[src/rtl/pipelined_barrel_shifter_if.sv]
// Valid/ready stream bundle for pipelined_barrel_shifter.
// The out_lost signal exists only when SHIFT_OUT_FLAG_EN is defined.
interface pipelined_barrel_shifter_if #(
    parameter int NBITS = 8
);
    localparam int NSTAGES = $clog2(NBITS);

    logic [NBITS-1:0]   in_data;
    logic [NSTAGES-1:0] in_amount;
    logic [1:0]         in_mode;
    logic               in_valid;
    logic               in_ready;
    logic [NBITS-1:0]   out_data;
    logic               out_valid;
    logic               out_ready;
`ifdef SHIFT_OUT_FLAG_EN
    logic               out_lost;
`endif

    modport master (
        output in_data, in_amount, in_mode, in_valid, out_ready,
        input  in_ready, out_data, out_valid
`ifdef SHIFT_OUT_FLAG_EN
        , input out_lost
`endif
    );

    modport slave (
        input  in_data, in_amount, in_mode, in_valid, out_ready,
        output in_ready, out_data, out_valid
`ifdef SHIFT_OUT_FLAG_EN
        , output out_lost
`endif
    );
endinterface

[src/rtl/pipelined_barrel_shifter.sv]
// Pipelined log2(NBITS)-stage barrel shifter (LSL/LSR/ASR/ROL) on a valid/ready stream.
// Optional SHIFT_OUT_FLAG_EN adds a sticky out_lost flag for bits shifted past the word boundary.
module pipelined_barrel_shifter #(
    parameter  int NBITS   = 8,
    localparam int NSTAGES = $clog2(NBITS)
) (
    input logic                        clk,
    input logic                        rst_n,
    pipelined_barrel_shifter_if.slave  bus
);
    typedef logic [NBITS-1:0]   word_t;
    typedef logic [NSTAGES-1:0] amt_t;
    typedef enum logic [1:0] {LSL = 2'b00, LSR = 2'b01, ASR = 2'b10, ROL = 2'b11} mode_e;

    logic [NSTAGES-1:0] vld;
    logic [NSTAGES-1:0] load;
    logic               take;
    word_t              data_q [NSTAGES];
    amt_t               amt_q  [NSTAGES];
    mode_e              mode_q [NSTAGES];
    logic               msb_q  [NSTAGES];
`ifdef SHIFT_OUT_FLAG_EN
    logic               lost_q [NSTAGES];
`endif

    // Ready chain walks back to front: a stage loads when empty or when its successor drains it.
    always_comb begin
        load = '0;
        take = bus.out_ready;
        for (int unsigned i = 0; i < NSTAGES; i++) begin
            load[NSTAGES-1-i] = !vld[NSTAGES-1-i] || take;
            take              = load[NSTAGES-1-i];
        end
    end

    assign bus.in_ready  = rst_n && load[0];
    assign bus.out_valid = vld[NSTAGES-1];
    assign bus.out_data  = data_q[NSTAGES-1];
`ifdef SHIFT_OUT_FLAG_EN
    assign bus.out_lost  = lost_q[NSTAGES-1];
`endif

    for (genvar k = 0; k < NSTAGES; k++) begin : g_stage
        localparam int    SH = 1 << k;
        localparam word_t HI = ~({NBITS{1'b1}} >> SH);

        word_t sd, res, r_data;
        amt_t  sa, r_amt;
        mode_e sm, r_mode;
        logic  smsb, sv, r_msb, r_vld;
`ifdef SHIFT_OUT_FLAG_EN
        word_t drop;
        logic  slost, r_lost;
`endif

        if (k == 0) begin : g_head
            assign sd   = bus.in_data;
            assign sa   = bus.in_amount;
            assign sm   = mode_e'(bus.in_mode);
            assign smsb = bus.in_data[NBITS-1];
            assign sv   = bus.in_valid;
`ifdef SHIFT_OUT_FLAG_EN
            assign slost = 1'b0;
`endif
        end else begin : g_body
            assign sd   = data_q[k-1];
            assign sa   = amt_q[k-1];
            assign sm   = mode_q[k-1];
            assign smsb = msb_q[k-1];
            assign sv   = vld[k-1];
`ifdef SHIFT_OUT_FLAG_EN
            assign slost = lost_q[k-1];
`endif
        end

        // ASR fills from the original operand MSB, carried alongside the partial result.
        always_comb begin
            res = sd;
`ifdef SHIFT_OUT_FLAG_EN
            drop = '0;
`endif
            if (sa[k]) begin
                case (sm)
                    LSL: res = sd << SH;
                    LSR: res = sd >> SH;
                    ASR: res = (sd >> SH) | (smsb ? HI : '0);
                    ROL: res = (sd << SH) | (sd >> (NBITS - SH));
                    default: res = sd;
                endcase
`ifdef SHIFT_OUT_FLAG_EN
                case (sm)
                    LSL:      drop = sd >> (NBITS - SH);
                    LSR, ASR: drop = sd << (NBITS - SH);
                    default:  drop = '0;
                endcase
`endif
            end
        end

        always_ff @(posedge clk) begin
            if (!rst_n) begin
                r_vld  <= 1'b0;
                r_data <= '0;
                r_amt  <= '0;
                r_mode <= LSL;
                r_msb  <= 1'b0;
`ifdef SHIFT_OUT_FLAG_EN
                r_lost <= 1'b0;
`endif
            end else if (load[k]) begin
                r_vld <= sv;
                if (sv) begin
                    r_data <= res;
                    r_amt  <= sa;
                    r_mode <= sm;
                    r_msb  <= smsb;
`ifdef SHIFT_OUT_FLAG_EN
                    r_lost <= slost | (|drop);
`endif
                end
            end
        end

        assign vld[k]    = r_vld;
        assign data_q[k] = r_data;
        assign amt_q[k]  = r_amt;
        assign mode_q[k] = r_mode;
        assign msb_q[k]  = r_msb;
`ifdef SHIFT_OUT_FLAG_EN
        assign lost_q[k] = r_lost;
`endif
    end
endmodule
[src/flat_wrapper.sv]
// flat-port wrapper written by rule: the top's interface ports become plain ports
module pipelined_barrel_shifter_flat 
#(
    parameter  int NBITS   = 8,
    localparam int NSTAGES = $clog2(NBITS)
)
  (clk, rst_n, bus_in_data, bus_in_amount, bus_in_mode, bus_in_valid, bus_out_ready, bus_in_ready, bus_out_data, bus_out_valid);
  pipelined_barrel_shifter_if #(.NBITS(NBITS)) bus_i ();
  input logic clk;
  input logic rst_n;
  input wire logic [$bits(bus_i.in_data)-1:0] bus_in_data;
  input wire logic [$bits(bus_i.in_amount)-1:0] bus_in_amount;
  input wire logic [$bits(bus_i.in_mode)-1:0] bus_in_mode;
  input wire logic [$bits(bus_i.in_valid)-1:0] bus_in_valid;
  input wire logic [$bits(bus_i.out_ready)-1:0] bus_out_ready;
  output wire logic [$bits(bus_i.in_ready)-1:0] bus_in_ready;
  output wire logic [$bits(bus_i.out_data)-1:0] bus_out_data;
  output wire logic [$bits(bus_i.out_valid)-1:0] bus_out_valid;
  assign bus_i.in_data = bus_in_data;
  assign bus_i.in_amount = bus_in_amount;
  assign bus_i.in_mode = bus_in_mode;
  assign bus_i.in_valid = bus_in_valid;
  assign bus_i.out_ready = bus_out_ready;
  assign bus_in_ready = bus_i.in_ready;
  assign bus_out_data = bus_i.out_data;
  assign bus_out_valid = bus_i.out_valid;
  pipelined_barrel_shifter #(.NBITS(NBITS)) u_core (.clk(clk), .rst_n(rst_n), .bus(bus_i));
endmodule
[config.mk]
export PLATFORM = sky130hd
export DESIGN_NAME = pipelined_barrel_shifter_flat
export DESIGN_NICKNAME = d
export VERILOG_FILES = /design/src/rtl/pipelined_barrel_shifter_if.sv /design/src/rtl/pipelined_barrel_shifter.sv /design/src/flat_wrapper.sv
export SDC_FILE = /design/constraint.sdc
export NUM_CORES = 1
export LEC_CHECK = 0
export ABC_AREA = 1
export ABC_CLOCK_PERIOD_IN_PS = 1100
export CORE_AREA = 8 8 62 103
export CTS_BUF_LIST = sky130_fd_sc_hd__clkbuf_16
export DETAILED_ROUTE_END_ITERATION = 10
export DIE_AREA = 0 0 70 111
export PLACE_DENSITY_LB_ADDON = 0.2
export SLEW_MARGIN = 20
export SYNTH_ARGS = -nofsm -noshare
export SYNTH_HDL_FRONTEND = slang
export SYNTH_SLANG_ARGS = --single-unit
[constraint.sdc]
create_clock -name clk -period 1.1 [get_ports clk]
set_clock_uncertainty 0.05 [all_clocks]
set_input_delay 0.11 -clock clk [delete_from_list [all_inputs] [get_ports clk]]
set_output_delay 0.11 -clock clk [all_outputs]
set_load 0.005 [all_outputs]
# Word level (Yosys, flattened, before mapping)
# Index checks and enable logic that the tools add are counted.
# word_totals
register_bits,39
inputBits,17
wordCells,49
# classes
eq_ne,9
mux,9
bitwise_logic,6
reduce_logical,13
# ops
operator,count
$pmux 8 s4,3
$mux 8,6
$eq 2x2->1 const B,6
$or 4x8->8,1
$or 6x8->8,1
$or 7x8->8,1
$or 8x1->8,1
$or 8x2->8,1
$or 8x4->8,1
$eq 2x1->1 const B,3
$logic_not 2->1,3
$reduce_and 2->1,3
$logic_not 1->1,3
$logic_or 1x1->1,3
$logic_and 1x1->1,1

# Logic depth before layout (Yosys ltp)
# depth
word_depth,5
ltp_mapped,8
mapped_depth_nobuf,8

# Worst setup path before layout
# Ideal clock, no wire load.
# synth_timing
kind,reg2reg
start,"register u_core.g_stage[2].r_vld, in the netlist u_core.bus.out_valid"
end,register u_core.g_stage[0].r_data[7]
setup_ns,0.114
t_arrival_ns,0.924
slack_ns,0.012
path_stages_with_launch,7
path_cell_list,dfxtp_1 > nand4_2 > nand2_2 > buf_6 > nand2_1 > nand2_1 > nor2_2
# synth_via
elab_chain_len,5
# synth_lines
item,line_no,rtl
"start, declared",pipelined_barrel_shifter.sv:50,"logic smsb, sv, r_msb, r_vld;"
"start signal, assigned",pipelined_barrel_shifter.sv:111,r_vld <= sv;
$logic_not 1->1,pipelined_barrel_shifter.sv:31,load[NSTAGES-1-i] = !vld[NSTAGES-1-i] || take;
$logic_or 1x1->1 (3 in a row),pipelined_barrel_shifter.sv:31,
$reduce_and 2->1 (no line),--,
"end signal, assigned",pipelined_barrel_shifter.sv:113,r_data <= res;
"end, declared",pipelined_barrel_shifter.sv:47,"word_t sd, res, r_data;"
# No other way between the ends.
# A chain may end at the register's enable or synchronous reset.

# Worst setup path in the final report
# layout_timing
start,register u_core.g_stage[1].r_vld
end,register u_core.g_stage[1].r_data[2]
# layout_via
elab_chain_len,3
# layout_lines
item,line_no
"start, declared",pipelined_barrel_shifter.sv:50
"start signal, assigned",pipelined_barrel_shifter.sv:111
$logic_not 1->1,pipelined_barrel_shifter.sv:31
$logic_or 1x1->1,pipelined_barrel_shifter.sv:31
$reduce_and 2->1 (no line),--
"end signal, assigned",pipelined_barrel_shifter.sv:113
"end, declared",pipelined_barrel_shifter.sv:47
# No other way between the ends.

==> impl_results.md <==
* WP data required at 1270 ps
* Synth Flop Type: dfxtp_1
* Fmax achieved at 0.859 GHz
* Static leakage at 1.39 nW
* Final core utilization at 57.0%
* CTS buffer count at 5
* First-pass GRT wire length at 8.40 mm
* Multiplexer share of the synthesized area at 0%
* Clk pin slew, worst setup/hold paths at 50 ps
* Fillers at 504
* Arrival @ worst endpoint at 1330 ps
* Post-synthesis adder-cell area fraction at 0%
* Via count at 2022
* WP buf/inv at 2
* Cell accounting for the most synthesized area: dfxtp_1
* Clock tree buffer depth at 2
* Crit. End Element: flop
* Synthesized flop and latch total at 36
* Share of cells above drive strength 1 at 25.5%
* CTS Sinks at 36
* Cell Chain, Critical Path: buf_6 > nand3_4 > nand2_8 > clkbuf_16 > nand2_1 > nand2_1 > a21oi_2
* Drt wl/cell at 12.7 um
* Post-synthesis xor/xnor area fraction at 0%
* # diodes at 0
* H-tree level count at 2
* Hold Crit Class: input pin to flop
* Synth area leaders: dfxtp_1 (37%), nand2_1 (17%), nand3_1 (7.9%)
* Post-synth EDFFs at 0
* Number of max-cap violations at 0
* Reg-to-reg setup timing slack at -60 ps
* Port Buf Inserts at 26
* Syn Inst Count at 305
* Async S/R FF share, synth at 0%
* Seq/Total Area, Yosys at 36.6%
* Nets at 377
* Via count of the first global-routing pass at 1961
* Area Overhead vs Synth at 42.9%
* Max Slew Vio Count at 0
* Storage element area at 732 um2
* CP peak stage delay at 350 ps
* Maximum vdd drop at 1.30 mV
* Antenna viol nets, final at 0
* Iter 0 DRT Violations at 52
* Synth Area in Compound Gates at 15.3%
* Violated checks: negative setup slack
* Final Hold Fails at 0
* Netlist Area Pre-Place at 1970 um2
* Final WS setup at -64.2 ps
* WS Path Type: flop to flop
* Status: finished with violations
* Total power at 3.52 mW
* Largest net degree at the start of global routing at 30
* Simple-gate portion of the synthesized area at 35.7%
* Routed WL at 5.28 mm
* Ys Warns at 0
* Power Dens Cells at 1250 nW/um2
* Dpl hpwl at 3.64 mm
* Worst slack, placed at -424 ps
* Sw frac at 27.9%
* Period utilisation layout at 106%
* Final min period at 1160 ps
* Post-DP Area at 2410 um2
* Syn avg cell area at 6.45 um2
* CP Launch Type: flop
* Placed Cells at 399
* Slew Limit Headroom at 79.9%
* Pre-Repair DR Iteration Count at 4
* Critical Path Fanout Max at 6
* Initial core utilization at 39.9%
* Int Pwr at 2.54 mW
* Synth top cells by count: nand2_1 (87), inv_1 (41), dfxtp_1 (36), nor2_1 (34), nand3_1 (31)
* Full die area at 7770 um2
* Latest clock arrival within the worst-skew pair at 280 ps
* IO Count at 27
* Cts hold-fix bufs at 0
* Psw at 0.980 mW
* Yosys top cell area share at 36.6%
* Worst Tran Pin Value at 301 ps
* CP most frequent cell: nand2_1
* Total grt overflow at 0
* Clock power frac at 37.5%
* Final setup violation count at 14
* Synth cell types at 21
* Clock root cell: clkbuf_16
* Residual DRC at 0
* CTS tree: done
* RD Place Congestion at 0.798
* Die height at 111 um
* RSZ-0062 raised after global routing: true
* Post-route cell area at 2810 um2
* Total GRT Usage at 12.8%
* Avg Vias per Cell at 4.87
* Gate power share at 21.2%
* Cell family with most CP delay: flip-flops
* Final Non-Filler Cells at 415
* Die width at 70 um
* Number of antenna violations at the first check in global routing at 0
* Largest family of logic cells by synthesized area: simple AND/OR/NAND/NOR gates
* Syn nets at 322
* Critical-path top delay cell: dfxtp_4
* Count leader, synth: nand2_1
* Part of the power in registers at 41.3%
* Core box area at 4930 um2
* Row count at 34
* Multi-input gate area at 1150 um2
[final timing paths]
| kind | cells past startpoint | startpoint | to |
|---|---|---|---|
| worst max register to register | 7 | u_core.g_stage[1].r_vld | u_core.g_stage[1].r_data[2] |
| worst min-delay path | 3 | bus_in_mode[0] | u_core.g_stage[0].r_mode[0] |
| worst max-delay path | 7 | u_core.g_stage[1].r_vld | u_core.g_stage[1].r_data[2] |
| worst min register to register | 2 | u_core.g_stage[1].r_msb | u_core.g_stage[1].r_msb |
[worst min-delay path, cell delays in order]
cell            delay [ps]
dlymetal6s2s_1         130
o21ai_1                 80
nor2_1                  70
[sequential cells by signal, indices dropped and copies added (netlist names)]
| signal | flops |
|---|---|
| u_core.bus.out_data | 8 |
| u_core.bus.out_valid | 1 |
| u_core.g_stage.r_amt | 3 |
| u_core.g_stage.r_data | 16 |
| u_core.g_stage.r_mode | 4 |
| u_core.g_stage.r_msb | 2 |
| u_core.g_stage.r_vld | 2 |
[through the flow]
stage	TNS, ps	hold slack (ps)
after floorplan	0	198
final	-578	98.2
after CTS	-2010	297
after detailed placement	-13280	424
after global placement	-12570	419
after global routing	-1570	162
[power groups by stage]
stage               clock [mW]  combinational [mW]  sequential, mW
finish                    1.32               0.747            1.45
global route              1.40               0.837            1.46
CTS                       1.35               0.656            1.45
detailed placement           0               0.654            1.47
global placement             0               0.647            1.47
floorplan                    0               0.412            1.46
[cell families (layout without fill, tap and decap cells)]
family / after synthesis / in the layout
compound gates: 53 / 53
buf+inv: 54 / 110
flops: 36 / 36
simple gates: 162 / 162
[layout make-up]
cell class | count | share of cell area, %
Sequential cell | 36 | 26.0
Inverter | 44 | 5.96
Clock inverter | 3 | 0.400
Multi-Input combinational cell | 215 | 41.0
Timing Repair Buffer | 58 | 19.8
Tap cell | 54 | 2.40
Clock buffer | 5 | 4.45
[timing repair]
action / in CTS / in global routing
pin swaps: 6 / 6
setup endpoints to repair: 44 / 33
gates resized for setup: 32 / 44
buffers inserted: 0 / 4
gates cloned: 1 / 3
[metal layers]
metal,vias to the layer above,routed length [um],share of wire [%],global-route usage (%)
met2,48,3060,58,25.3
li1,1070,-,-,-
met1,891,1830,35,11.1
met5,-,0,0,0
met3,13,160,3.0,2.42
met4,0,228,4.3,7.68
[cell usage in the layout, fill, tap and decap left out, types with 5 or more instances in the layout]
master / netlist / routed
nand3_1: 31 / 30
clkdlybuf4s50_1: 0 / 12
inv_1: 41 / 40
o21ai_1: 2 / 5
a21oi_1: 23 / 14
nand2_2: 3 / 9
nor2_2: 1 / 6
dfxtp_1: 36 / 31
nor2_1: 34 / 29
buf_6: 4 / 7
nand2_1: 87 / 78
o21ai_0: 16 / 12
buf_4: 2 / 22
a21oi_2: 8 / 14
nand2_4: 5 / 6
clkbuf_16: 0 / 7
dlygate4sd2_1: 0 / 10
(Power assumes the default switching activity.)
